## src/rtl/hilo_unit_if.sv

```systemverilog
// ---------------------------------------------------------------------------
// hilo_unit_if
//   Bundles the function-code / result bus between the issuing pipeline stage
//   (master) and the HI/LO unit (slave).
//   Signals:
//     Signal   [5:0]   function code from the issuer, held for the operation
//     divOut   [63:0]  registered divider result {remainder, quotient}
//     mulOut   [63:0]  registered multiplier result {product hi, product lo}
//     dataA    [31:0]  operand for MTHI/MTLO (used only with HILO_MTX_EN)
//     dataOut  [31:0]  registered read data towards the ALU output mux
//     outValid         one-cycle pulse when dataOut was updated by a read
//     busy             high while a DIVU/MULTU is in flight
//     done             one-cycle pulse on the cycle after HI/LO capture
// ---------------------------------------------------------------------------
interface hilo_unit_if;
    logic [5:0]  Signal;
    logic [63:0] divOut;
    logic [63:0] mulOut;
    logic [31:0] dataA;
    logic [31:0] dataOut;
    logic        outValid;
    logic        busy;
    logic        done;

    modport master (
        output Signal, divOut, mulOut, dataA,
        input  dataOut, outValid, busy, done
    );

    modport slave (
        input  Signal, divOut, mulOut, dataA,
        output dataOut, outValid, busy, done
    );
endinterface

```

## src/rtl/hilo_unit.sv

```systemverilog
// ---------------------------------------------------------------------------
// hilo_unit
//   Tracks a multi-cycle DIVU/MULTU by function code, captures the 64-bit
//   result into HI/LO when the operation completes and serves MFHI/MFLO reads.
//   Reads issued while an operation is in flight are held as a single pending
//   request and delivered on the first idle edge after capture.
//   Optional feature macro: HILO_MTX_EN enables MTHI/MTLO writes from dataA.
//   Ports:
//     clk    clock, all state changes on the rising edge
//     reset  synchronous reset, active low
//     bus    hilo_unit_if.slave (Signal, divOut, mulOut, dataA in;
//            dataOut, outValid, busy, done out, all outputs registered)
//   Parameter:
//     LATENCY  edges from the issue edge to the capture edge (1..63)
// ---------------------------------------------------------------------------
module hilo_unit #(
    parameter int LATENCY = 32
) (
    input  logic       clk,
    input  logic       reset,
    hilo_unit_if.slave bus
);

    localparam logic [5:0] DIVU  = 6'b011011;
    localparam logic [5:0] MULTU = 6'b011001;
    localparam logic [5:0] MFHI  = 6'b010000;
    localparam logic [5:0] MFLO  = 6'b010010;
`ifdef HILO_MTX_EN
    localparam logic [5:0] MTHI  = 6'b010001;
    localparam logic [5:0] MTLO  = 6'b010011;
`endif
    localparam logic [5:0] LAT_C = 6'(LATENCY);

    typedef enum logic [1:0] {
        IDLE    = 2'd0,
        RUN_DIV = 2'd1,
        RUN_MUL = 2'd2
    } state_t;

    typedef enum logic [1:0] {
        PEND_NONE = 2'd0,
        PEND_HI   = 2'd1,
        PEND_LO   = 2'd2
    } pend_t;

    state_t      state_q,     state_d;
    pend_t       pend_q,      pend_d;
    logic [5:0]  cnt_q,       cnt_d;
    logic [31:0] hi_q,        hi_d;
    logic [31:0] lo_q,        lo_d;
    logic [31:0] data_out_q,  data_out_d;
    logic        out_valid_q, out_valid_d;
    logic        busy_q,      busy_d;
    logic        done_q,      done_d;
    logic [63:0] src_s;
    logic        unused_data_a_s;

    // dataA only feeds HI/LO when the move-to feature is built in
    assign unused_data_a_s = ^bus.dataA;

    // Next-state and next-output logic for the operation tracker and read port
    always_comb begin
        state_d     = state_q;
        pend_d      = pend_q;
        cnt_d       = cnt_q;
        hi_d        = hi_q;
        lo_d        = lo_q;
        data_out_d  = data_out_q;
        out_valid_d = 1'b0;
        done_d      = 1'b0;
        src_s       = bus.divOut;

        case (state_q)
            IDLE: begin
                // A read left over from the operation wins over a fresh read
                if (pend_q != PEND_NONE) begin
                    data_out_d  = (pend_q == PEND_HI) ? hi_q : lo_q;
                    out_valid_d = 1'b1;
                    pend_d      = PEND_NONE;
                end else if (bus.Signal == MFHI) begin
                    data_out_d  = hi_q;
                    out_valid_d = 1'b1;
                end else if (bus.Signal == MFLO) begin
                    data_out_d  = lo_q;
                    out_valid_d = 1'b1;
                end else begin
                    data_out_d  = data_out_q;
                end

                if (bus.Signal == DIVU) begin
                    state_d = RUN_DIV;
                    cnt_d   = 6'd1;
                end else if (bus.Signal == MULTU) begin
                    state_d = RUN_MUL;
                    cnt_d   = 6'd1;
                end else begin
                    cnt_d   = 6'd0;
                end
`ifdef HILO_MTX_EN
                if (bus.Signal == MTHI) begin
                    hi_d = bus.dataA;
                end else if (bus.Signal == MTLO) begin
                    lo_d = bus.dataA;
                end else begin
                    hi_d = hi_q;
                end
`endif
            end

            RUN_DIV, RUN_MUL: begin
                // Later read request replaces an earlier one
                if (bus.Signal == MFHI) begin
                    pend_d = PEND_HI;
                end else if (bus.Signal == MFLO) begin
                    pend_d = PEND_LO;
                end else begin
                    pend_d = pend_q;
                end

                if (cnt_q == LAT_C) begin
                    src_s   = (state_q == RUN_DIV) ? bus.divOut : bus.mulOut;
                    hi_d    = src_s[63:32];
                    lo_d    = src_s[31:0];
                    cnt_d   = 6'd0;
                    state_d = IDLE;
                    done_d  = 1'b1;
                end else begin
                    cnt_d   = cnt_q + 6'd1;
                end
            end

            default: begin
                state_d = IDLE;
                pend_d  = PEND_NONE;
                cnt_d   = 6'd0;
            end
        endcase

        // Registered busy mirrors whether the next state is an active run
        busy_d = (state_d != IDLE);
    end

    // State and output registers; reset discards any in-flight operation
    always_ff @(posedge clk) begin
        if (!reset) begin
            state_q     <= IDLE;
            pend_q      <= PEND_NONE;
            cnt_q       <= 6'd0;
            hi_q        <= 32'd0;
            lo_q        <= 32'd0;
            data_out_q  <= 32'd0;
            out_valid_q <= 1'b0;
            busy_q      <= 1'b0;
            done_q      <= 1'b0;
        end else begin
            state_q     <= state_d;
            pend_q      <= pend_d;
            cnt_q       <= cnt_d;
            hi_q        <= hi_d;
            lo_q        <= lo_d;
            data_out_q  <= data_out_d;
            out_valid_q <= out_valid_d;
            busy_q      <= busy_d;
            done_q      <= done_d;
        end
    end

    assign bus.dataOut  = data_out_q;
    assign bus.outValid = out_valid_q;
    assign bus.busy     = busy_q;
    assign bus.done     = done_q;

endmodule
```

## src/flat_wrapper.sv

```systemverilog
// flat-port wrapper written by rule: the top's interface ports become plain ports
module hilo_unit_flat 
#(
    parameter int LATENCY = 32
)
  (clk, reset, bus_Signal, bus_divOut, bus_mulOut, bus_dataA, bus_dataOut, bus_outValid, bus_busy, bus_done);
  hilo_unit_if bus_i ();
  input  logic clk;
  input  logic reset;
  input wire logic [$bits(bus_i.Signal)-1:0] bus_Signal;
  input wire logic [$bits(bus_i.divOut)-1:0] bus_divOut;
  input wire logic [$bits(bus_i.mulOut)-1:0] bus_mulOut;
  input wire logic [$bits(bus_i.dataA)-1:0] bus_dataA;
  output wire logic [$bits(bus_i.dataOut)-1:0] bus_dataOut;
  output wire logic [$bits(bus_i.outValid)-1:0] bus_outValid;
  output wire logic [$bits(bus_i.busy)-1:0] bus_busy;
  output wire logic [$bits(bus_i.done)-1:0] bus_done;
  assign bus_i.Signal = bus_Signal;
  assign bus_i.divOut = bus_divOut;
  assign bus_i.mulOut = bus_mulOut;
  assign bus_i.dataA = bus_dataA;
  assign bus_dataOut = bus_i.dataOut;
  assign bus_outValid = bus_i.outValid;
  assign bus_busy = bus_i.busy;
  assign bus_done = bus_i.done;
  hilo_unit #(.LATENCY(LATENCY)) u_core (.clk(clk), .reset(reset), .bus(bus_i));
endmodule
```

## config.mk

```make
export PLATFORM = sky130hd
export DESIGN_NAME = hilo_unit_flat
export DESIGN_NICKNAME = d
export VERILOG_FILES = /design/src/rtl/hilo_unit_if.sv /design/src/rtl/hilo_unit.sv /design/src/flat_wrapper.sv
export SDC_FILE = /design/constraint.sdc
export NUM_CORES = 1
export LEC_CHECK = 0
export ABC_AREA = 1
export CAP_MARGIN = 0
export CELL_PAD_IN_SITES_DETAIL_PLACEMENT = 1
export CELL_PAD_IN_SITES_GLOBAL_PLACEMENT = 2
export CORE_MARGIN = 2
export CORE_UTILIZATION = 24
export DETAILED_ROUTE_END_ITERATION = 10
export PLACE_DENSITY = 0.84
export SYNTH_ARGS = -nofsm -noshare
export SYNTH_HDL_FRONTEND = slang
export SYNTH_SLANG_ARGS = --single-unit
```

## constraint.sdc

```tcl
create_clock -name clk -period 1.85 [get_ports clk]
set_input_delay 0.37 -clock clk [delete_from_list [all_inputs] [get_ports clk]]
set_output_delay 0.37 -clock clk [all_outputs]
set_load 0.05 [all_outputs]
```

# --- After elaboration in Yosys (flattened, before gate mapping) ---
# Index checks and enable logic that the tools add are counted.
# Widths: inputs -> output; s select.
word_totals:
  reg_bits: 109
  out_inout_bits: 35
  elab_cells: 51
classes:
  addsub: 1
  n_eq_ne: 10
  n_mux: 21
  reduce_logical: 10
ops:
  columns: ["cell", "count"]
  rows:
  - ["$mux 32", 4]
  - ["$mux 64", 1]
  - ["$eq 6x5->1 const B", 4]
  - ["$mux 2", 6]
  - ["$mux 6", 2]
  - ["$pmux 6 s2", 1]
  - ["$reduce_and 2->1", 5]
  - ["$pmux 2 s2", 2]
  - ["$add 6x1->6 const B", 1]
  - ["$eq 6x6->1 const B", 1]
  - ["$mux 1", 5]
  - ["$eq 2x1->1 const B", 2]
  - ["$reduce_bool 2->1", 2]
  - ["$ne 3x1->1 const B", 1]
  - ["$reduce_bool 3->1", 1]
  - ["$eq 2x2->1 const B", 1]
  - ["$logic_not 2->1", 1]
  - ["$ne 2x1->1 const B", 1]
  - ["$reduce_or 2->1", 1]

# --- Longest topological paths before layout ---
# Gate-level depths: netlist of the first run.
depth:
  depth_word: 5
  mapped_depth: 10
  mapped_depth_nobuf: 8

# --- Worst setup path after synthesis of the first run ---
# OpenSTA, ideal clock, no wires.
synth_path:
  path_kind: "register -> register"
  from: "reg u_core.state_q[0]"
  to: "reg u_core.hi_q[10]"
  arrival_ns: 1.418
  required_ns: 1.731
  path_slack_ns: 0.313
  path_stages_with_launch: 11
  n_path_buf: 3
  synth_period_minus_slack_ns: 1.537
  path_cell_list: "dfxtp_1 > inv_1 > ha_1 > buf_2 > inv_2 > nor2_4 > buf_6 > buf_4 > nand2_1 > nand2_1 > a21oi_1"
synth_between:
  elab_chain_len: 3
synth_lines:
  columns: ["item", "line", "text"]
  rows:
  - ["start, declared", "hilo_unit.sv:46", "state_t state_q, state_d;"]
  - ["start signal, assigned", "hilo_unit.sv:156", "state_q <= state_d;"]
  - ["$eq 2x2->1 / $eq 2x1->1 (equally long branches)", "hilo_unit.sv:73, hilo_unit.sv:121", null]
  - ["$reduce_or 2->1", "hilo_unit.sv:73", "case (state_q)"]
  - ["$reduce_and 2->1 (no source line)", null, null]
  - ["end signal, assigned", "hilo_unit.sv:159", "hi_q <= hi_d;"]
  - ["end, declared", "hilo_unit.sv:49", "logic [31:0] hi_q, hi_d;"]
# Several ways; a longest one is shown, not always the timed one.
# A chain may end at the register's enable or synchronous reset.

# --- Worst setup path after layout of the first run ---
layout_path:
  from: "reg u_core.state_q[1]"
  to: "reg u_core.lo_q[31]"
layout_between:
  elab_chain_len: 3
layout_lines:
  columns: ["item", "line", "text"]
  rows:
  - ["$eq 2x2->1 / $eq 2x1->1 (equally long branches)", "hilo_unit.sv:73, hilo_unit.sv:121", null]
  - ["$reduce_or 2->1", "hilo_unit.sv:73", null]
  - ["$reduce_and 2->1 (no source line)", null, null]
  - ["end signal, assigned", "hilo_unit.sv:160", "lo_q <= lo_d;"]
  - ["end, declared", "hilo_unit.sv:50", "logic [31:0] lo_q, lo_d;"]
# Several ways; a longest one is shown, not always the timed one.

==> flow_summary.toml, run 1 <==
[layout]
final_core_util_pct = 34.04
final_common_cell = "nand2_1"
drive_gt1_share_pct = 9.429
design_area_mm2 = 0.008846
nNetsFinal = 1324
instances_no_fill = 1491
n_antenna_cell = 0
area_growth_pct = 39.61
layout_common_cells = "nand2_1, nor2_1, clkdlybuf4s50_1"

[placed_design]
gp_congestion = 0.7512
placed_area_mm2 = 0.008508
hpwlAfterDp_mm = 15.12
port_buffers = 170
dp.cells = 1473

[yosys]
synth.yosys.seq_area_share_pct = 34.44
syn-num-nets = 1163
netlist_area_mm2 = 0.006336
ys_top_cells_by_area = "dfxtp_1, nand2_1, mux2i_1"
synth_top_area_share_pct = 34.44
avgSynthCellArea_um2 = 6.400
synthDistinctLibCells = 27
synth_largest_area_cell = "dfxtp_1"
syn-instance-count = 990
synth_seq_cells = 109
ys_warn_count = 0

[die]
start_util_pct = 24.38
fp.coreArea_mm2 = 0.02598
die-height_um = 166.5
pin_count = 203
num_rows = 59
design.die.area_mm2 = 0.02772
die_w_um = 166.5

[grt]
antenna_found_initial = 0
grt_max_degree = 78
grt_use_total_pct = 15.11
grt_pass1_wl_mm = 33.99
first_global_vias = 6610
grt_overflow = 0

[drt]
wirelength_mm = 20.88
drc_errors = 0
final_antenna_net_count = 0
viasPerCell = 4.334
drtIter0Drc = 311
first_pass_iters = 6
vias = 6462
wl_per_cell_um = 14.00

[min_path]
hp-class = "in -> reg"

[setup_path]
end_kind = "flip-flop"
path_max_fanout = 17
critPathKind = "reg -> reg"
arrival_ns = 1.97
start_kind = "flip-flop"
cp.required_ns = 2.11

[timing]
skew_ns = 0.009041
slew_headroom_pct = 68.85
final.period_utilization_pct = 92.55
finalCriticalPeriod_ns = 1.712
clock.fmax_mhz = 584.0
slew_viol_final = 0
rsz0062_at_grt = "no"
worst_slew_pin_slew_ns = 0.4672
hold_viol = 0
whs_ns = 0.4358
finalSetupViolations = 0
finalSetupTns_ns = 0

[flow_run]
maxCapViolCount = 0

[clock_tree]
cts-root-buf = "clkbuf_16"
cts_buffer_depth = 2
clock-sinks = 109
clkTransAtPathRegs_ns = 0.08
numCtsBuffers = 9
h-tree-depth = 3
ctsHoldBuffers = 0
clk_latency_ns = 0.36
cts_tree = "built"

[power_and_ir_drop]
leakage_nw = 3.698
ir_drop_mv = 0.4652
powerDensity_mw_per_mm2 = 718.0

[outcome]
status = "finished clean"
==> layer usage <==
layer,vias to the layer above,track usage [%],part of all wire (%)
met5,-,0,0
met4,0,4.535,1.7
met3,21,2.875,5.3
met2,124,25.19,46
met1,2977,19.82,47
li1,3340,-,-
==> critical path: stages, from the launching register on <==
cell     delay (ns)
dfxtp_1        0.33
inv_1          0.14
ha_4           0.33
buf_12         0.21
mux2i_1        0.37
nand2_1        0.10
nand2_1        0.07
nor2_1         0.04
==> cell type report <==
cell class / count / area (µm²)
repair buffers: 210 / 2100
inverters: 134 / 503.0
fillers: 3287 / 17140
clock buffers: 11 / 252.7
multi-input cells: 687 / 3331
clock inverters: 5 / 57.56
well taps: 335 / 419.2
flip-flops and latches: 109 / 2183
==> where the power goes <==
group / internal (mW) / leakage (nW) / switching [mW]
clock: 1.13 / 0.156 / 0.951
sequential: 2.46 / 0.882 / 0.0697
combinational: 0.720 / 2.66 / 1.02
==> synthesized netlist by cell type, drive strengths merged <==
master / instances
a21boi: 1
a21oi: 55
buf: 53
clkbuf: 7
dfxtp: 109
ha: 5
inv: 134
mux2i: 64
nand2: 298
nand3: 46
nand4: 12
nor2: 170
o21ai: 32
o22ai: 1
xnor2: 2
xor2: 1
==> state kept, by name, summed over array words and instances, names as in the netlist <==
signal               cells
u_core.lo_q             32
u_core.bus.outValid      1
u_core.cnt_q             6
u_core.bus.busy          1
u_core.bus.dataOut      32
u_core.bus.done          1
u_core.hi_q             32
u_core.state_q           2
u_core.pend_q            2
==> through the flow <==
stage / setup slack (ns) / total power [mW]
finish: 0.1378 / 6.352
global route: 0.06669 / 6.726
detailed placement: -0.08145 / 4.356
floorplan: 0.3126 / 3.581
global placement: -0.05329 / 4.334
CTS: 0.01401 / 6.467
==> cells by family after synthesis <==
logic type | Yosys count | synth area share, %
flip-flops | 109 | 34.44
XOR/XNOR | 3 | 0.4148
AND/OR/NAND/NOR | 526 | 33.73
multiplexers | 64 | 10.11
adder cells (fa/ha/maj) | 5 | 0.9874
AO/OA/AOI/OAI | 89 | 7.089
buffers and inverters | 194 | 13.23
==> final timing paths <==
kind | start | to | slack (ns) | cells past startpoint
setup / recovery | u_core.state_q[1] | u_core.lo_q[31] | 0.14 | 7
hold / removal | reset | u_core.cnt_q[4] | 0.44 | 4
setup reg to reg | u_core.state_q[1] | u_core.lo_q[31] | 0.14 | 7
hold reg to reg | u_core.lo_q[3] | u_core.lo_q[3] | 0.46 | 2
==> repair_timing <==
| action | CTS | global route |
|---|---|---|
| pin swaps | 1 | 1 |
| endpoints found under the setup margin | 1 | 12 |
| resized for setup | 0 | 0 |
| setup buffers | 0 | 2 |
No activity file was read; power rests on OpenSTA's default activity.
==> inputs of run 2 (changes only) <==
SLEW_MARGIN = 20   (was default)
==> results of run 2 <==
No change in the layout: final DEF, timing and power equal those of run 1.
==> inputs of run 3 (changes only) <==
CTS_CLUSTER_SIZE = 25   (was default)
==> results of run 3 <==
No change in the layout: final DEF, timing and power equal those of run 1.
==> RTL edit: new RTL, flow settings as in run 3 <==
Re-encode `pend_t` (3 values) as one-hot, 3 bits wide.
--- a/src/rtl/hilo_unit.sv
+++ b/src/rtl/hilo_unit.sv
@@ -37,10 +37,10 @@
         RUN_MUL = 2'd2
     } state_t;
 
-    typedef enum logic [1:0] {
-        PEND_NONE = 2'd0,
-        PEND_HI   = 2'd1,
-        PEND_LO   = 2'd2
+    typedef enum logic [2:0] {
+        PEND_NONE = 3'b001,
+        PEND_HI   = 3'b010,
+        PEND_LO   = 3'b100
     } pend_t;
 
     state_t      state_q,     state_d;
Behaviour: same outputs for any inputs over 10 cycles, from zero or initial values and one cycle with reset low; not proved beyond that.
==> RTL edit against run 3 <==
  * Global-route usage up 1.3 points
  * Clock power down 4%
  * Setup slack better by 3.0 ps
  * Via count increased by 0.19%
  * Routed wire length grew 8.9%
  * Final cell count shrank 8.0%
  * Core utilization increased by 0.26 points
  * Cell area down 1.8%
  * Total power rose by 0.69%
  * Sequential cell count grew 1
  * Count of clock-buffer cells in the layout up 1
  * Area after synthesis down 1.7%
  * Critical path type unchanged
  * First-iteration DRC count shrank 3.5%
==> RTL edit: results <==
metrics = {
    "layout": {
        "drive_gt1_share_pct": 12.7,
        "clock_buffers": 12,
        "nonClkBufAreaFrac_pct": 23.8,
        "final_nets": 1209,
        "seq_share_pct": 25.4,
        "clock_area_share_pct": 3.40,
        "fillers": 3100,
        "multiInputGateArea_um2": 3260,
    },
    "power_and_ir_drop": {
        "switching_share_pct": 33.3,
        "clockPowerShare_pct": 31.2,
        "combPwrFrac_pct": 28.8,
        "leakage_nw": 3.66,
        "vdd_ir_drop_max_uv": 389,
        "p_per_area_nw_per_um2": 736,
    },
    "detailed_routing": {
        "drtIter0Drc": 300,
        "viasPerCell": 4.72,
        "wl_um": 22700,
        "wl_met2_um": 10500,
        "dr_wl_met3_um": 1460,
        "wire_per_inst_um": 16.6,
        "dr.pass1.iters": 4,
    },
    "logic_synthesis": {
        "synth_area_leaders": "dfxtp_1, nand3_1, mux2i_1",
        "yosysSeqAreaShare_pct": 35.4,
        "yosys-top-cells-count": "nand2_1, nand3_1, dfxtp_1, a21oi_1, inv_1",
        "synth_nets": 1056,
    },
    "global_route": {
        "grtUsageTotal_pct": 16.4,
        "grt_pass1_wl_um": 34900,
        "grt_pass1_vias": 6689,
        "grt_util_met3_pct": 3.52,
        "met2_usage_pct": 27.4,
    },
    "timing": {
        "holdWs_ps": 419,
    },
    "place": {
        "pre_cts_ws_ps": -55.3,
        "dpl.cell_count": 1351,
        "post_dp_cell_area_um2": 8320,
        "hpwlAfterDp_um": 15000,
        "routabilityCongestion": 0.768,
    },
    "worst_setup_path": {
        "r2r-end": "u_core.hi_q[26]",
        "cp_data_arrival_time_ps": 1950,
    },
    "hold_path": {
        "whs_path_depth": 3,
    },
    "clock_tree": {
        "cts_resized": 3,
    },
    "outcome": {
        "outcome": "finished, final reports clean",
    },
    "floorplanning": {
        "num_rows": 58,
    },
}
[RTL edit: kinds of logic after synthesis]
logic type      share of synthesized area [%]
flops                                    35.4
buf+inv                                  13.0
mux                                      10.3
xor+xnor                                0.422
fa+ha+maj                                1.00
compound gates                           13.5
simple gates                             26.4
[RTL edit: critical path, cell delays in order (launching register included)]
cell	delay [ps]
dfxtp_1	360
inv_1	100
ha_2	340
inv_1	100
nor2_4	220
buf_12	140
clkbuf_16	230
a21oi_1	100
[RTL edit: how the worst max path moves through the flow]
stage                     slack (ps)                endpoint              start
final                            140         u_core.hi_q[26]  u_core.state_q[1]
after global routing               8         u_core.hi_q[25]  u_core.state_q[1]
after CTS                        120         u_core.hi_q[26]  u_core.state_q[1]
after detailed placement         -60  u_core.bus.dataOut[13]      bus_Signal[4]
after global placement           -50  u_core.bus.dataOut[13]      bus_Signal[4]
after floorplan                  340         u_core.hi_q[10]  u_core.state_q[0]
